<file path="config.mk">
export PLATFORM = sky130hd
export DESIGN_NAME = ir_servo_sequencer
export DESIGN_NICKNAME = d
export VERILOG_FILES = /design/src/rtl/ir_servo_sequencer.sv
export SDC_FILE = /design/constraint.sdc
export NUM_CORES = 1
export LEC_CHECK = 0
export ABC_AREA = 0
export CAP_MARGIN = 10
export CORE_UTILIZATION = 65
export CTS_CLUSTER_SIZE = 14
export DETAILED_ROUTE_END_ITERATION = 6
export GPL_ROUTABILITY_DRIVEN = 0
export PLACE_DENSITY = 0.79
export REMOVE_ABC_BUFFERS = 1
export SETUP_SLACK_MARGIN = 0.1
export SYNTH_ARGS = -nofsm -noshare
export SYNTH_HDL_FRONTEND = slang
export SYNTH_SLANG_ARGS = --single-unit
</file>
<file path="constraint.sdc">
create_clock -name clk -period 6.3 [get_ports clk]
set_clock_uncertainty 0.1 [all_clocks]
set_input_delay 0.63 -clock clk [delete_from_list [all_inputs] [get_ports clk]]
set_output_delay 0.63 -clock clk [all_outputs]
set_load 0.005 [all_outputs]
</file>
<file path="src/rtl/ir_servo_sequencer.sv">
// Servo-arm IR beacon sequencer: deploys the arm, counts IR edges over a fixed
// window, classifies the beacon frequency, then retracts and reports done.
module ir_servo_sequencer #(
  parameter int SERVO_PERIOD  = 2_000_000,
  parameter int PULSE_RETRACT = 100_000,
  parameter int PULSE_DEPLOY  = 200_000,
  parameter int SETTLE_CYCLES = 50_000_000,
  parameter int WINDOW_CYCLES = 1_000_000,
  parameter int LOW_MIN       = 5,
  parameter int HIGH_MIN      = 50
) (
  input  logic       clk,
  input  logic       reset,
  input  logic       enable,
  input  logic       reset_module,
  input  logic       ir_in,
  output logic       done,
  output logic       servo_pwm,
  output logic [1:0] freq_code
);

  localparam int TMR_MAX = (SETTLE_CYCLES > WINDOW_CYCLES) ? SETTLE_CYCLES : WINDOW_CYCLES;
  localparam int TMR_W   = $clog2(TMR_MAX + 1);
  localparam int PW_MAX  = (PULSE_DEPLOY > PULSE_RETRACT) ? PULSE_DEPLOY : PULSE_RETRACT;
  localparam int FRM_MAX = (SERVO_PERIOD > PW_MAX) ? SERVO_PERIOD : PW_MAX;
  localparam int FRM_W   = $clog2(FRM_MAX + 1);

  typedef enum logic [2:0] {
    S_IDLE,
    S_DEPLOY,
    S_MEASURE,
    S_RETRACT,
    S_DONE
  } state_t;

  state_t             state, state_nxt;
  logic [TMR_W-1:0]   tmr;
  logic [7:0]         edge_cnt, edge_cnt_nxt;
  logic [FRM_W-1:0]   frame_cnt;
  logic [FRM_W-1:0]   pulse_w;
  logic               ir_sync_p0, ir_sync_p1, ir_prev_p2;
  logic               ir_rise;
  logic               settle_end, window_end, latch_freq;

  function automatic logic [7:0] sat_inc(input logic [7:0] v);
    return (v == 8'hFF) ? v : v + 8'd1;
  endfunction

  function automatic logic [1:0] classify(input logic [7:0] c);
    if (int'(c) >= HIGH_MIN)     return 2'd2;
    else if (int'(c) >= LOW_MIN) return 2'd1;
    else                         return 2'd0;
  endfunction

  // Stage p0/p1: two-flop synchronizer; p2 holds the previous synchronized sample
  always_ff @(posedge clk) begin
    if (reset) begin
      ir_sync_p0 <= 1'b0;
      ir_sync_p1 <= 1'b0;
      ir_prev_p2 <= 1'b0;
    end else begin
      ir_sync_p0 <= ir_in;
      ir_sync_p1 <= ir_sync_p0;
      ir_prev_p2 <= ir_sync_p1;
    end
  end

  assign ir_rise      = ir_sync_p1 & ~ir_prev_p2;
  assign settle_end   = (tmr == TMR_W'(SETTLE_CYCLES - 1));
  assign window_end   = (tmr == TMR_W'(WINDOW_CYCLES - 1));
  assign edge_cnt_nxt = ir_rise ? sat_inc(edge_cnt) : edge_cnt;

  always_ff @(posedge clk) begin
    if (reset) state <= S_IDLE;
    else       state <= state_nxt;
  end

  always_comb begin
    state_nxt  = state;
    latch_freq = 1'b0;
    case (state)
      S_IDLE:    if (enable && !reset_module) state_nxt = S_DEPLOY;
      S_DEPLOY: begin
        if (reset_module)    state_nxt = S_IDLE;
        else if (settle_end) state_nxt = S_MEASURE;
      end
      S_MEASURE: begin
        if (reset_module) begin
          state_nxt = S_IDLE;
        end else if (window_end) begin
          state_nxt  = S_RETRACT;
          latch_freq = 1'b1;
        end
      end
      S_RETRACT: begin
        if (reset_module)    state_nxt = S_IDLE;
        else if (settle_end) state_nxt = S_DONE;
      end
      S_DONE:    if (reset_module) state_nxt = S_IDLE;
      default:   state_nxt = S_IDLE;
    endcase
  end

  // The timer restarts from zero on every state change, so each phase counts from 0
  always_ff @(posedge clk) begin
    if (reset) begin
      tmr       <= '0;
      edge_cnt  <= '0;
      freq_code <= 2'd0;
      done      <= 1'b0;
    end else begin
      if (state_nxt != state || state == S_IDLE || state == S_DONE) tmr <= '0;
      else                                                         tmr <= tmr + 1'b1;

      edge_cnt <= (state == S_MEASURE) ? edge_cnt_nxt : 8'd0;

      if (state_nxt == S_IDLE) freq_code <= 2'd0;
      else if (latch_freq)     freq_code <= classify(edge_cnt_nxt);

      // One cycle after entering DONE, matching the overall enable-to-done latency
      done <= (state == S_DONE) && (state_nxt == S_DONE);
    end
  end

  always_ff @(posedge clk) begin
    if (reset)                                     frame_cnt <= '0;
    else if (frame_cnt == FRM_W'(SERVO_PERIOD - 1)) frame_cnt <= '0;
    else                                           frame_cnt <= frame_cnt + 1'b1;
  end

  assign pulse_w   = (state == S_DEPLOY || state == S_MEASURE) ? FRM_W'(PULSE_DEPLOY)
                                                               : FRM_W'(PULSE_RETRACT);
  assign servo_pwm = ~reset & (frame_cnt < pulse_w);

endmodule

</file>
* Yosys cells after proc, flatten, opt, wreduce, memory -nomap -nowiden
Index checks and enable logic that the tools add are counted.
Word-level totals: flip-flop bits (word level) 64, output and inout bits 4, logic and storage cells 59, memories 0, bits in latches 0, memory bits (read-only) 0, bits of input ports 5, memory bits (writable) 0
Operators by class: eq/ne operators 10, shifts and indexed selects 0, bitwise operators 5, multiplexer cells 17, $mul 0, reductions and logical operators 12, div/mod/pow operators 0, $add $sub $neg 3, order comparisons 3
Operators by type and width (count):
- $add 26x1->26 const B | 1
- $eq 26x20->1 const B | 1
- $eq 26x26->1 const B | 1
- $mux 3 | 8
- $add 21x1->21 const B | 1
- $eq 21x21->1 const B | 1
- $lt 21x18->1 | 1
- $mux 18 | 1
- $mux 8 | 2
- $pmux 3 s5 | 1
- $add 8x1->8 const B | 1
- $eq 8x8->1 const B | 1
- $ge 8x3->1 const B | 1
- $ge 8x6->1 const B | 1
- $reduce_or 2->1 | 4
- $eq 3x2->1 const B | 2
- $eq 3x3->1 const B | 2
- $logic_not 3->1 | 2
- $mux 1 | 4
- $eq 3x1->1 const B | 1
- $logic_or 1x1->1 | 3
- $ne 3x3->1 | 1
- $not 1->1 | 3
- $and 1x1->1 | 2
- other kinds (3) | 4

* Depth between registers and ports, before layout
word-level depth 8, gate-level depth with buffers 9, depth with buffers taken out 8

* Worst setup path after synthesis
OpenSTA, ideal clock, no wires.
path kind register to output, start register state[1], end output servo_pwm, buffers on the path 1, slack 3.474 ns, data required time 5.570 ns, stages on the path, launching flop included 10, arrival time 2.096 ns, path through dfxtp_1 clkbuf_1 xnor2_1 nor2_1 inv_1 ha_1 a311oi_1 a21oi_1 a2111oi_0 o21a_1
On the way: word-level cells in the longest chain between the ends 5, elaborated cells between the ends (all ways) 6, classes of those cells order compare (1); eq/ne (2); mux (1); bitwise (1); reduce/logical (1)
RTL lines:
- start: declaration | line 36 | state_t state, state_nxt;
- start signal: assignment | line 75 | else state <= state_nxt;
- $eq 3x1->1 / $eq 3x2->1 (equally long branches) | line 131 | assign pulse_w = (state == S_DEPLOY || state == S_MEASURE) ? FRM_W'(PULSE_DEPLOY)
- $logic_or 1x1->1 * | line 131
- $mux 18 * | line 131
- $lt 21x18->1 * | line 133 | assign servo_pwm = ~reset & (frame_cnt < pulse_w);
- $and 1x1->1 * | line 133
- end: declaration | line 18 | output logic servo_pwm,
Mark *: on every way between the ends. The rest lies on a longest branch, timed or not.

* Final worst setup path
Ends and elaborated chain as after synthesis.

==> results.sh <==
export IMPL_status="completed"
export IMPL_gr_usage_all_layers=0.2620
export IMPL_worst_r2r_path_depth=6
export IMPL_clk_path_buf_depth=2
export IMPL_die_h_um=73.03
export IMPL_dieArea_um2=5333
export IMPL_diodes=0
export IMPL_final_area_um2=3575
export IMPL_maxSlewHeadroom=0.4624
export IMPL_routedWlPerCell_um=13.06
export IMPL_worstSetupPathType="reg2out"
export IMPL_num_vias=2700
export IMPL_maxCapViolCount=0
export IMPL_cts_htree_levels=3
export IMPL_area_delta_synth_final_pct=9.004
export IMPL_dp_hpwl_um=4375
export IMPL_avgSynthCellArea_um2=8.281
export IMPL_min_period_over_period=0.6247
export IMPL_tightest_slew_ps=806.4
export IMPL_pre_cts_ws_ps=2649
export IMPL_vias_per_cell=5.708
export IMPL_worstHoldEndpoint="ir_sync_p1"
export IMPL_min_delay_path_depth=1
export IMPL_vdd_drop_max_uv=176.7
export IMPL_rsz0062_at_grt="no"
export IMPL_fillCellCount=377
export IMPL_core_rowCount=25
export IMPL_hold_class="reg2reg"
export IMPL_crit_fanout=8
export IMPL_maxSlewViolCount=0
export IMPL_drc=0
export IMPL_clkTransAtPathRegs_ps=70
export IMPL_synth_cell_types=50
export IMPL_async_flop_share=0
export IMPL_port_buffers=8
export IMPL_post_cts_resized=0
export IMPL_cts_buffers=9
export IMPL_syn_inst=396
export IMPL_period_needed_ps=3935
export IMPL_synth_edf_count=0
export IMPL_drive_above_1_share=0.05665
export IMPL_ff2ff_setup_slack_ps=3450
export IMPL_grt_max_degree=27
export IMPL_grt_overflow=0
export IMPL_place_area_um2=3372
export IMPL_arrival_ps=3210
export IMPL_fmax_mhz=254.1
export IMPL_cp_required_ps=5570
export IMPL_hold_violations=0
export IMPL_end_kind="output port"
export IMPL_final_setup_worst_slack_ps=2365
export IMPL_r2r_start="tmr[0]"
export IMPL_hp_start="ir_sync_p0"
export IMPL_crit_path_start_kind="flop"
export IMPL_yosys_area_top_type="dfxtp_1"
export IMPL_yosys_area_top_type_share=0.3907
export IMPL_power_density_nw_per_um2=219.3
export IMPL_fin_tns_setup_ps=0
export IMPL_grt_pass1_wl_um=10680
export IMPL_synthFlopType="dfxtp_1"
export IMPL_grt_pass1_vias=2477
export IMPL_drt_iter0_drc=176
export IMPL_antenna_found_initial=0
export IMPL_netlist_area_um2=3279
export IMPL_ys_seq_elements=64
export IMPL_cts_tree="yes"
export IMPL_insertion_delay_ps=350
export IMPL_seq_area_frac_synth=0.3907
export IMPL_nNetsFinal=416
export IMPL_drt_pre_antenna_iters=4
export IMPL_finalPower_mw=0.7838
export IMPL_synth_warnings=0
export IMPL_cts_hold_buf=0
export IMPL_clock_sinks=64
export IMPL_ant_nets=0
export IMPL_root_buffer="clkbuf_8"
export IMPL_core_um2=4786
export IMPL_post_cts_buffers=0
export IMPL_p_leak_nw=1.162
export IMPL_setup_viol_count_final=0
export IMPL_io_pins=9
export IMPL_fp_dieW_um=73.03
export IMPL_start_util=0.6852
export IMPL_r2r_end="tmr[16]"
export IMPL_routed_wl_um=6178
export IMPL_synth_area_leaders="dfxtp_1, xnor2_1, nor2_1"
cell usage after synthesis, drive strengths merged, types with 2 or more instances:
| cell | instances |
|---|---|
| nor2 | 79 |
| dfxtp | 64 |
| xnor2 | 35 |
| nand2 | 22 |
| nor3 | 21 |
| nand3 | 19 |
| inv | 17 |
| nand4 | 14 |
| clkbuf | 11 |
| xor2 | 11 |
| ha | 10 |
| nor4 | 8 |
| a21oi | 7 |
| nor2b | 7 |
| o21ai | 6 |
| and3 | 5 |
| mux2i | 4 |
| or2 | 4 |
| or3 | 4 |
| or4 | 4 |
| a211oi | 3 |
| buf | 3 |
| nand3b | 3 |
| nor4b | 3 |
| a211o | 2 |
| a21o | 2 |
| a221oi | 2 |
| a31oi | 2 |
| and3b | 2 |
| and4 | 2 |
| nand2b | 2 |
| nand4b | 2 |
| o21a | 2 |
| o21bai | 2 |
| o31ai | 2 |
report_power, final:
group          switching [mW]  internal [mW]
Clock                   0.171          0.186
Sequential            0.00308          0.407
Combinational         0.00911        0.00786
Total                   0.183          0.600
worst max-delay path, cell delays in order, from the launching register on:
cell and delay, ps:
dfxtp_1 480, xnor2_1 130, nor2_1 240, inv_1 160, ha_1 330, a311oi_1 320, a21oi_1 120, a2111oi_0 410
o21a_1 180, clkdlybuf4s50_1 500
metal layers:
metal | up-vias | part of all wire | track usage
li1 | 1379 | - | -
met1 | 1277 | 0.47 | 0.3215
met2 | 34 | 0.48 | 0.4239
met3 | 10 | 0.034 | 0.08702
met4 | 0 | 0.017 | 0.1024
met5 | - | 0 | 0
stage by stage:
step,hold WS (ps),instances,util
6_report,369.9,473,0.7469
5_1_grt,388.8,473,0.7469
4_1_cts,372.9,473,0.7469
3_5_place_dp,356.0,457,0.7046
3_3_place_gp,318.6,457,0.7046
2_1_floorplan,313.8,382,-
cell families (layout without fill, tap and decap cells):
group,after synthesis,after routing,share of synthesized area
DFF,64,64,0.3907
AOI/OAI and AO/OA,37,37,0.07821
xor gates and xnor gates,46,46,0.1229
muxes,4,4,0.01221
and+or+nand+nor,204,204,0.3167
adders and majority gates,10,10,0.03815
buffers and inverters,31,41,0.04121
area by class of cell:
type	instances	area, um2	area share
Timing Repair Buffer	8	80.08	0.02240
Clock inverter	7	78.83	0.02205
Clock buffer	9	123.9	0.03465
Inverter	17	63.81	0.01785
Multi-Input combinational cell	301	1863	0.5212
Sequential cell	64	1281	0.3584
Tap cell	67	83.83	0.02345
worst max path at each step:
stage                            to      from  slack, ps  cells past startpoint
final                     servo_pwm  state[1]       2360                      9
after global routing      servo_pwm  state[1]       2070                      9
after CTS                 servo_pwm  state[1]       2360                      9
after detailed placement  servo_pwm     reset       2650                      5
after global placement    servo_pwm     reset       2720                      5
after floorplan           servo_pwm  state[1]       3590                      8
state kept, by name, summed over array words and instances, names as in the netlist:
| signal | cells |
|---|---|
| tmr | 26 |
| frame_cnt | 21 |
| edge_cnt | 8 |
| state | 3 |
| freq_code | 2 |
| done | 1 |
| ir_prev_p2 | 1 |
| ir_sync_p0 | 1 |
| ir_sync_p1 | 1 |
cells in the final DEF, fill, tap and decap left out, types with 7 or more instances in the layout:
| master | instances |
|---|---|
| a21oi_1 | 7 |
| clkbuf_8 | 9 |
| clkdlybuf4s50_1 | 8 |
| dfxtp_1 | 64 |
| ha_1 | 10 |
| inv_1 | 17 |
| nand2_1 | 22 |
| nand3_1 | 19 |
| nand4_1 | 14 |
| nor2_1 | 79 |
| nor2b_1 | 7 |
| nor3_1 | 21 |
| xnor2_1 | 35 |
| xor2_1 | 11 |
No activity file was read; power rests on OpenSTA's default activity.
